--- src/rtl/alu_arb_pkg.sv ---
// -----------------------------------------------------------------------------
// alu_arb_pkg
// Shared definitions for the two-requester ALU arbiter: ALU opcode encodings,
// the arbiter FSM state encoding and the latched-request record.
// -----------------------------------------------------------------------------
package alu_arb_pkg;

    localparam int DATA_W = 32;
    localparam int OP_W   = 5;

    localparam logic [OP_W-1:0] OP_ADD = 5'd0;
    localparam logic [OP_W-1:0] OP_SUB = 5'd1;
    localparam logic [OP_W-1:0] OP_AND = 5'd2;
    localparam logic [OP_W-1:0] OP_OR  = 5'd3;
    localparam logic [OP_W-1:0] OP_SLL = 5'd4;
    localparam logic [OP_W-1:0] OP_SRA = 5'd5;
    localparam logic [OP_W-1:0] OP_MAX = OP_SRA;

    typedef enum logic [1:0] {
        ST_IDLE = 2'd0,
        ST_EXEC = 2'd1,
        ST_RESP = 2'd2
    } state_e;

    // Operation captured from the granted requester at acceptance.
    typedef struct packed {
        logic [DATA_W-1:0] op_a;
        logic [DATA_W-1:0] op_b;
        logic [OP_W-1:0]   op;
        logic [OP_W-1:0]   shamt;
        logic              id;
    } req_t;

    function automatic logic op_is_err(input logic [OP_W-1:0] op);
        return op > OP_MAX;
    endfunction

endpackage

--- src/rtl/alu.sv ---
// -----------------------------------------------------------------------------
// alu
// Purely combinational 32-bit ALU shared by both requesters.
// Ports:
//   op_a, op_b : operands
//   op         : opcode (ADD, SUB, AND, OR, SLL, SRA); others yield result 0
//   shamt      : shift amount for SLL/SRA (applied to op_a)
//   result     : operation result
//   is_ne      : (op_a - op_b) != 0
//   is_lt      : signed op_a < op_b, derived from op_a - op_b
//   ovf        : SUB overflow for op SUB, ADD overflow for every other op
// -----------------------------------------------------------------------------
module alu
    import alu_arb_pkg::*;
(
    input  logic [DATA_W-1:0] op_a,
    input  logic [DATA_W-1:0] op_b,
    input  logic [OP_W-1:0]   op,
    input  logic [OP_W-1:0]   shamt,
    output logic [DATA_W-1:0] result,
    output logic              is_ne,
    output logic              is_lt,
    output logic              ovf
);

    logic [DATA_W-1:0] sum;
    logic [DATA_W-1:0] diff;
    logic              add_ovf;
    logic              sub_ovf;

    // NOTE: combinational blocks use blocking '=' and assign every output
    // up front, so no path through the block leaves a value unassigned and
    // no latch is inferred.
    always_comb begin
        sum     = op_a + op_b;
        diff    = op_a - op_b;
        add_ovf = (op_a[DATA_W-1] == op_b[DATA_W-1]) && (sum[DATA_W-1]  != op_a[DATA_W-1]);
        sub_ovf = (op_a[DATA_W-1] != op_b[DATA_W-1]) && (diff[DATA_W-1] != op_a[DATA_W-1]);

        is_ne = |diff;
        // Signed compare: sign of the difference, corrected when it overflowed.
        is_lt = diff[DATA_W-1] ^ sub_ovf;
        ovf   = (op == OP_SUB) ? sub_ovf : add_ovf;

        result = '0;
        case (op)
            OP_ADD:  result = sum;
            OP_SUB:  result = diff;
            OP_AND:  result = op_a & op_b;
            OP_OR:   result = op_a | op_b;
            OP_SLL:  result = op_a << shamt;
            OP_SRA:  result = $unsigned($signed(op_a) >>> shamt);
            default: result = '0;
        endcase
    end

endmodule

--- src/rtl/rr_pick2.sv ---
// -----------------------------------------------------------------------------
// rr_pick2
// Two-way grant with a last-grant pointer.
// Ports:
//   clock, reset   : rising-edge clock, asynchronous active-high reset
//   en             : arbitration allowed this cycle (arbiter idle)
//   valid0, valid1 : requester valids
//   gnt0, gnt1     : one-hot (or zero) grant, combinational on the valids
// RR_EN = 1 alternates on ties; RR_EN = 0 always favours requester 0.
// The pointer resets to 1 so requester 0 wins the first tie, and it moves only
// when a grant is given (grant == acceptance, since ready is the grant).
// -----------------------------------------------------------------------------
module rr_pick2 #(
    parameter int unsigned RR_EN = 1
) (
    input  logic clock,
    input  logic reset,
    input  logic en,
    input  logic valid0,
    input  logic valid1,
    output logic gnt0,
    output logic gnt1
);

    logic last_q;
    logic last_d;

    always_comb begin
        gnt0   = 1'b0;
        gnt1   = 1'b0;
        if (en) begin
            if (valid0 && valid1) begin
                if ((RR_EN != 0) && (last_q == 1'b0)) begin
                    gnt1 = 1'b1;
                end else begin
                    gnt0 = 1'b1;
                end
            end else begin
                gnt0 = valid0;
                gnt1 = valid1;
            end
        end

        last_d = last_q;
        if (gnt0) begin
            last_d = 1'b0;
        end else if (gnt1) begin
            last_d = 1'b1;
        end
    end

    // NOTE: state registers use non-blocking '<=' so every flop samples the
    // pre-edge values regardless of block ordering.
    always_ff @(posedge clock or posedge reset) begin
        if (reset) begin
            last_q <= 1'b1;
        end else begin
            last_q <= last_d;
        end
    end

endmodule

--- src/rtl/alu_arbiter.sv ---
// -----------------------------------------------------------------------------
// alu_arbiter
// Arbitrates two requesters onto a single shared ALU. One operation is in
// flight at a time: IDLE (accept) -> EXEC (compute) -> RESP (hold response
// until rsp_ready).
// Ports:
//   clock, reset               : rising-edge clock, async active-high reset
//   reqN_valid / reqN_ready    : request handshake for requester N (0, 1)
//   reqN_opA, reqN_opB         : 32-bit operands
//   reqN_op, reqN_shamt        : opcode and shift amount
//   rsp_valid / rsp_ready      : response handshake
//   rsp_id                     : requester that issued the response
//   rsp_result                 : ALU result (0 for illegal opcodes)
//   rsp_ne, rsp_lt, rsp_ovf    : flags from the same operation
//   rsp_err                    : opcode was above OP_MAX
// -----------------------------------------------------------------------------
module alu_arbiter
    import alu_arb_pkg::*;
#(
    parameter int unsigned RR_EN = 1
) (
    input  logic              clock,
    input  logic              reset,

    input  logic              req0_valid,
    output logic              req0_ready,
    input  logic [DATA_W-1:0] req0_opA,
    input  logic [DATA_W-1:0] req0_opB,
    input  logic [OP_W-1:0]   req0_op,
    input  logic [OP_W-1:0]   req0_shamt,

    input  logic              req1_valid,
    output logic              req1_ready,
    input  logic [DATA_W-1:0] req1_opA,
    input  logic [DATA_W-1:0] req1_opB,
    input  logic [OP_W-1:0]   req1_op,
    input  logic [OP_W-1:0]   req1_shamt,

    output logic              rsp_valid,
    input  logic              rsp_ready,
    output logic              rsp_id,
    output logic [DATA_W-1:0] rsp_result,
    output logic              rsp_ne,
    output logic              rsp_lt,
    output logic              rsp_ovf,
    output logic              rsp_err
);

    state_e            state_q,  state_d;
    req_t              req_q,    req_d;
    logic [DATA_W-1:0] result_q, result_d;
    logic              ne_q,     ne_d;
    logic              lt_q,     lt_d;
    logic              ovf_q,    ovf_d;
    logic              err_q,    err_d;

    logic              gnt0;
    logic              gnt1;
    logic              arb_en;

    logic [DATA_W-1:0] alu_result;
    logic              alu_ne;
    logic              alu_lt;
    logic              alu_ovf;

    // Gating with reset keeps both readies low while reset is held, even
    // though the state register already reads IDLE.
    assign arb_en = (state_q == ST_IDLE) && !reset;

    rr_pick2 #(
        .RR_EN (RR_EN)
    ) u_pick (
        .clock  (clock),
        .reset  (reset),
        .en     (arb_en),
        .valid0 (req0_valid),
        .valid1 (req1_valid),
        .gnt0   (gnt0),
        .gnt1   (gnt1)
    );

    alu u_alu (
        .op_a   (req_q.op_a),
        .op_b   (req_q.op_b),
        .op     (req_q.op),
        .shamt  (req_q.shamt),
        .result (alu_result),
        .is_ne  (alu_ne),
        .is_lt  (alu_lt),
        .ovf    (alu_ovf)
    );

    always_comb begin
        state_d  = state_q;
        req_d    = req_q;
        result_d = result_q;
        ne_d     = ne_q;
        lt_d     = lt_q;
        ovf_d    = ovf_q;
        err_d    = err_q;

        case (state_q)
            ST_IDLE: begin
                if (gnt1) begin
                    req_d.op_a  = req1_opA;
                    req_d.op_b  = req1_opB;
                    req_d.op    = req1_op;
                    req_d.shamt = req1_shamt;
                    req_d.id    = 1'b1;
                    state_d     = ST_EXEC;
                end else if (gnt0) begin
                    req_d.op_a  = req0_opA;
                    req_d.op_b  = req0_opB;
                    req_d.op    = req0_op;
                    req_d.shamt = req0_shamt;
                    req_d.id    = 1'b0;
                    state_d     = ST_EXEC;
                end
            end
            ST_EXEC: begin
                // Illegal opcodes never take anything from the ALU output.
                err_d    = op_is_err(req_q.op);
                result_d = err_d ? '0 : alu_result;
                ne_d     = !err_d && alu_ne;
                lt_d     = !err_d && alu_lt;
                ovf_d    = !err_d && alu_ovf;
                state_d  = ST_RESP;
            end
            ST_RESP: begin
                if (rsp_ready) begin
                    state_d = ST_IDLE;
                end
            end
            default: state_d = ST_IDLE;
        endcase
    end

    always_ff @(posedge clock or posedge reset) begin
        if (reset) begin
            state_q  <= ST_IDLE;
            req_q    <= '0;
            result_q <= '0;
            ne_q     <= 1'b0;
            lt_q     <= 1'b0;
            ovf_q    <= 1'b0;
            err_q    <= 1'b0;
        end else begin
            state_q  <= state_d;
            req_q    <= req_d;
            result_q <= result_d;
            ne_q     <= ne_d;
            lt_q     <= lt_d;
            ovf_q    <= ovf_d;
            err_q    <= err_d;
        end
    end

    assign req0_ready = gnt0;
    assign req1_ready = gnt1;

    // Every rsp_* field comes straight from a register that only changes in
    // IDLE or EXEC, so the response is stable for as long as RESP is held.
    assign rsp_valid  = (state_q == ST_RESP);
    assign rsp_id     = req_q.id;
    assign rsp_result = result_q;
    assign rsp_ne     = ne_q;
    assign rsp_lt     = lt_q;
    assign rsp_ovf    = ovf_q;
    assign rsp_err    = err_q;

endmodule

--- config.mk ---
export PLATFORM = sky130hd
export DESIGN_NAME = alu_arbiter
export DESIGN_NICKNAME = d
export VERILOG_FILES = /design/src/rtl/alu_arb_pkg.sv /design/src/rtl/alu.sv /design/src/rtl/rr_pick2.sv /design/src/rtl/alu_arbiter.sv
export SDC_FILE = /design/constraint.sdc
export NUM_CORES = 1
export LEC_CHECK = 0
export BUFFER_PORTS_ARGS = -buffer_cell sky130_fd_sc_hd__buf_2
export CAP_MARGIN = 5
export CORE_MARGIN = 2
export CORE_UTILIZATION = 40
export DETAILED_ROUTE_END_ITERATION = 6
export SLEW_MARGIN = 10
export SYNTH_ARGS = -nofsm -noshare
export SYNTH_HDL_FRONTEND = slang
export SYNTH_SLANG_ARGS = --single-unit
--- constraint.sdc ---
create_clock -name clock -period 6.16 [get_ports clock]
set_input_delay 1.232 -clock clock [delete_from_list [all_inputs] [get_ports clock]]
set_output_delay 1.232 -clock clock [all_outputs]
set_load 0.02 [all_outputs]
Yosys cells after proc, flatten, opt, wreduce, memory -nomap -nowiden
Index checks and enable logic that the tools add are counted.

cells by class
  bitwise logic cells = 3
  equal/unequal tests = 13
  multiplexer cells = 17
  magnitude comparators = 1
  reduce and logical (&&, ||, !) cells = 15
  add/sub/neg operators = 2
  shift-type cells = 2

operator list
  operator              number
  $pmux W32 S6          1
  $mux W75              2
  $add A32 B32 Y32      1
  $and A32 B32 Y32      1
  $mux W32              1
  $or A32 B32 Y32       1
  $reduce_or A32 Y1     1
  $shl A32 B5 Y32       1
  $sshr A32 B5 Y32      1
  $sub A32 B32 Y32      1
  $eq A5 B2 Y1 const B  2
  $eq A5 B3 Y1 const B  2
  $mux W1               9
  $logic_and A1 B1 Y1   7
  $mux W2               3
  $pmux W2 S3           1
  $eq A5 B1 Y1 const B  1
  $gt A5 B3 Y1 const B  1
  $logic_not A5 Y1      1
  $reduce_and A2 Y1     2
  $ne A1 B1 Y1          3
  $ne A3 B3 Y1 const B  1
  $eq A2 B1 Y1 const B  1
  $eq A2 B2 Y1 const B  1
  6 further kinds       7

word-level totals
  output and inout port bits = 40
  input port bits = 153
  register bits after elaboration = 114

Logic depth before layout (Yosys ltp)
  word-level depth = 6
  gate-level depth with buffers = 22

Hierarchy
Synthesis repeated with hierarchy kept, for this count alone.

second synthesis, totals
  cell total of the unflattened synthesis = 1587
  area total of the unflattened synthesis = 14004.7 sq um

by module, submodules not included
  module       cells each  area an instance (sq um)  seq. area each (sq um)  times used
  alu          1246        8873.5                    0.0                     1
  alu_arbiter  332         5064.9                    2827.7                  1
  rr_pick2     9           66.3                      26.3                    1

Least setup slack after synthesis
OpenSTA, ideal clock, no wires.

  path type = reg-to-reg
  start point = reg req_q[53] (netlist bit)
  end point = reg ne_q, in the netlist rsp_ne
  path buffers = 1
  period minus slack after synthesis = 3.976 ns
  data required time = 6.037 ns
  arrival = 3.853 ns
  setup slack = 2.184 ns
  stages on the path, launching flop included = 23
  path through = dfrtp_1 inv_1 ha_1 buf_2 inv_2 a21oi_1 o31ai_1 nand3b_1 o21a_1 nor2_1 o21ai_1 a21oi_1 nor2_1 nor2_1 fa_1 nand4b_1 a21oi_1 o2111ai_1 nor4_1 and4_1 nand4_1 nor4b_2 nor2_1

on the way
  word-level cells in the longest chain between the ends = 3

ends and longest elaborated chain
  what                    line                source
  from (decl)             alu_arbiter.sv:50   req_t req_q, req_d;
  from (signal assigned)  alu_arbiter.sv:149  req_q <= req_d;
  $sub A32 B32 Y32        alu.sv:36           diff = op_a - op_b;
  $reduce_or A32 Y1       alu.sv:40           is_ne = |diff;
  $logic_and A1 B1 Y1     alu_arbiter.sv:124  ne_d = !err_d && alu_ne;
  to (signal assigned)    alu_arbiter.sv:151  ne_q <= ne_d;
  to (decl)               alu_arbiter.sv:52   logic ne_q, ne_d;

Every way passes these cells.
A chain may end at the register's enable or synchronous reset.

Worst setup path after layout
Ends and elaborated chain as after synthesis.

==> results.cfg <==
[place]
place_hpwl_um = 45350
gp_congestion = 0.9993
portBuffers = 192

[sta]
setup_viol = 0
fin_setup_tns_ps = 0
fin_crit_ps = 5022
clock_skew_ps = 15.42
tightest_slew_ps = 948.0
slew_headroom_pct = 36.32
rsz0062_at_grt = no
holdWs_ps = 477.5
fin_crit_sh_pct = 81.53
finalHoldViolCount = 0
finalMaxSlewViolations = 0
max_freq_mhz = 199.1

[synthesis]
syn_avg_cell_area_um2 = 7.449
synthCells = 1748
yosysSeqAreaShare_pct = 21.92
synth_edf_count = 0
syn_area_mm2 = 0.01302
async_reset_ff_share_pct = 100.0
ys_seq_elements = 114
yosysUniqueCellTypes = 78
yosys_warnings = 0
synth_fp_nets = 2008
yosys_most_used_dff = dfrtp_1

[global_route]
grt_first_pass_wirelength_um = 85380
grt_usage_pct = 33.92
grt_max_degree = 86
antenna_found_initial = 1
first_global_vias = 13355
grt_overflow = 0

[floorplanning]
fp.dieH_um = 184.4
die-width_um = 184.4
io_pins = 193
fp-row-count = 66
dieArea_mm2 = 0.03401
start_util_pct = 40.33
core_mm2 = 0.03229

[cts]
cts_buffers = 17
cts_hold_buf = 0
cts_setup_buffers = 0
clk_latency_ps = 460
clock_path_buffers = 2
clkTransAtPathRegs_ps = 60
cts-root-buf = clkbuf_16
htreeDepth = 4
clkSinkCount = 114
cts_tree = built
cts_resized = 0

[critical_path]
arrival_ps = 5370
end_kind = flop
start_kind = flop
crit_required_ps = 6510
slowest_stage = o31ai_1
path_class = flop to flop
critical_path.top_delay_family = compound AO/OA/AOI/OAI gates
cp_common_cell = nor2_1
cp_num_buf_inv = 2
crit_chain = inv_1 > ha_1 > inv_2 > a21oi_1 > o31ai_1 > nand3b_1 > o21a_1 > nor2_1 > o21ai_1 > a21oi_1 > nor2_1 > nor2_1 > fa_1 > nand4b_1 > a21oi_1 > o2111ai_1 > nor4_1 > and4_1 > nand4_1 > nor4b_2 > nor2_1
crit_path_max_incr_delay_ps = 670
crit_fanout = 12

[drt]
drt-pass1-iter-count = 6
routed_wirelength_um = 57780
drc = 0
wl_per_cell_um = 25.14
vias = 14263
avgViaCountPerCell = 6.207
antenna_left = 0
drt_iter0_drc = 1693

[job]
cap_violations = 0

[finish]
syn_to_final_growth_pct = 13.37
drive_gt1_share_pct = 16.17
layout.nets = 2102

[worst_hold_path]
hold_path_class = flop to flop

[status]
status = finished, final reports clean
==> cell type report <==
type                            instances  area, um^2
Sequential cell                       114        2863
Inverter                              108       407.9
Antenna cell                            1       2.502
Clock inverter                         10       107.6
Clock buffer                           22       474.2
Multi-Input combinational cell       1388        9235
Tap cell                              442       553.0
Fill cell                            3314       17530
Timing Repair Buffer                  213        1119
==> through the flow <==
stage,cells,setup slack [ps],util [%],cell area [um^2]
5_1_grt,2297,726.2,45.71,14760
2_1_floorplan,1748,1914,-,13020
6_report,2298,1138,45.72,14760
3_5_place_dp,2265,1188,43.91,14180
3_3_place_gp,2265,1428,43.91,14180
4_1_cts,2297,1149,45.71,14760
==> worst register-to-register path, stage by stage, from the launching register on <==
cell and delay [ps]:
dfrtp_1 380, inv_1 100, ha_1 450, inv_2 150, a21oi_1 170, o31ai_1 670, nand3b_1 200, o21a_1 230
nor2_1 110, o21ai_1 270, a21oi_1 110, nor2_1 110, nor2_1 70, fa_1 580, nand4b_1 180, a21oi_1 170
o2111ai_1 120, nor4_1 250, and4_1 220, nand4_1 110, nor4b_2 220, nor2_1 60
==> cell usage after synthesis, types with 11 or more instances <==
cell      instances  share of area, %
o31ai_1          14              0.81
buf_2            12              0.46
clkbuf_1        106               3.1
nor2b_1          21               1.0
mux2_2           20               1.7
a221oi_1         13              0.87
ha_1            104                10
o22ai_1          88               4.2
dfrtp_1         113                22
o211ai_1         17              0.98
nand2_1         147               4.2
nor4_1           12              0.58
mux2i_1          74               5.7
nor3_1           27               1.0
mux4_2           12               2.1
inv_1           104               3.0
a21oi_1         149               5.7
o21ai_1          24              0.92
nand2b_1         27               1.3
xnor2_1          30               2.0
o21ai_0         129               5.0
a211oi_1         33               1.9
nor2_1          174               5.0
nand3_1          21              0.81
a22oi_1          11              0.63
buf_1            17              0.49
a31oi_1          75               3.6
a21o_1           16              0.92
==> flip-flops by register name, summed over array words and instances (netlist names) <==
name           cells
req_q             74
rsp_result        32
state_q            2
rsp_err            1
rsp_id             1
rsp_lt             1
rsp_ne             1
rsp_ovf            1
u_pick.last_q      1
==> path summary, 6_finish.rpt <==
kind / slack (ps) / end / startpoint / cells after the start
max in group asynchronous: 4010 / req_q[6] / reset / 3
max: 1140 / rsp_ne / req_q[53] / 21
min: 480 / rsp_result[4] / rsp_result[4] / 2
min in group asynchronous: 970 / state_q[1] / reset / 2
max reg2reg: 1140 / rsp_ne / req_q[53] / 21
min reg2reg: 480 / rsp_result[4] / rsp_result[4] / 2
==> cell families (layout without fill, tap and decap cells) <==
kind of cell / after synthesis / in the layout / synth area share, %
multiplexers: 106 / 106 / 9.494
other: 0 / 1 / 0
adder cells (fa/ha/maj): 107 / 107 / 10.45
XOR/XNOR: 38 / 38 / 2.556
AND/OR/NAND/NOR: 485 / 485 / 17.04
AO/OA/AOI/OAI: 652 / 652 / 31.19
flip-flops: 114 / 114 / 21.92
buffers and inverters: 246 / 353 / 7.351
==> layer usage <==
metal  track usage, %  part of all wire, %  vias to the layer above
li1                 -                    -                     6602
met1            46.94                   45                     6970
met4            9.856                  2.3                        0
met2            53.16                   45                      609
met5                0                    0                        -
met3            7.014                  7.7                       82
==> cells in the final DEF, fill, tap and decap left out, types with 6 or more instances in the layout <==
master,count
buf_2,192
nor2_1,174
a21oi_1,149
nand2_1,147
o21ai_0,129
dfrtp_1,108
ha_1,104
inv_1,103
o22ai_1,88
a31oi_1,75
mux2i_1,74
a211oi_1,33
xnor2_1,30
nor3_1,27
nand2b_1,27
o21ai_1,24
nor2b_1,21
buf_4,21
mux2_2,20
nand3_1,19
o211ai_1,17
clkbuf_16,17
a21o_1,16
o31ai_1,14
a221oi_1,13
mux4_2,12
nor4_1,12
a22oi_1,11
nand4_1,10
o2111ai_1,10
o21a_1,9
and2_1,8
o21bai_1,8
xor2_1,8
o221ai_1,8
or3_1,6
a22o_1,6
Power is left out: the tool's default activity adds up to more than one toggle a clock period on the data nets, which glitch-free logic cannot reach.
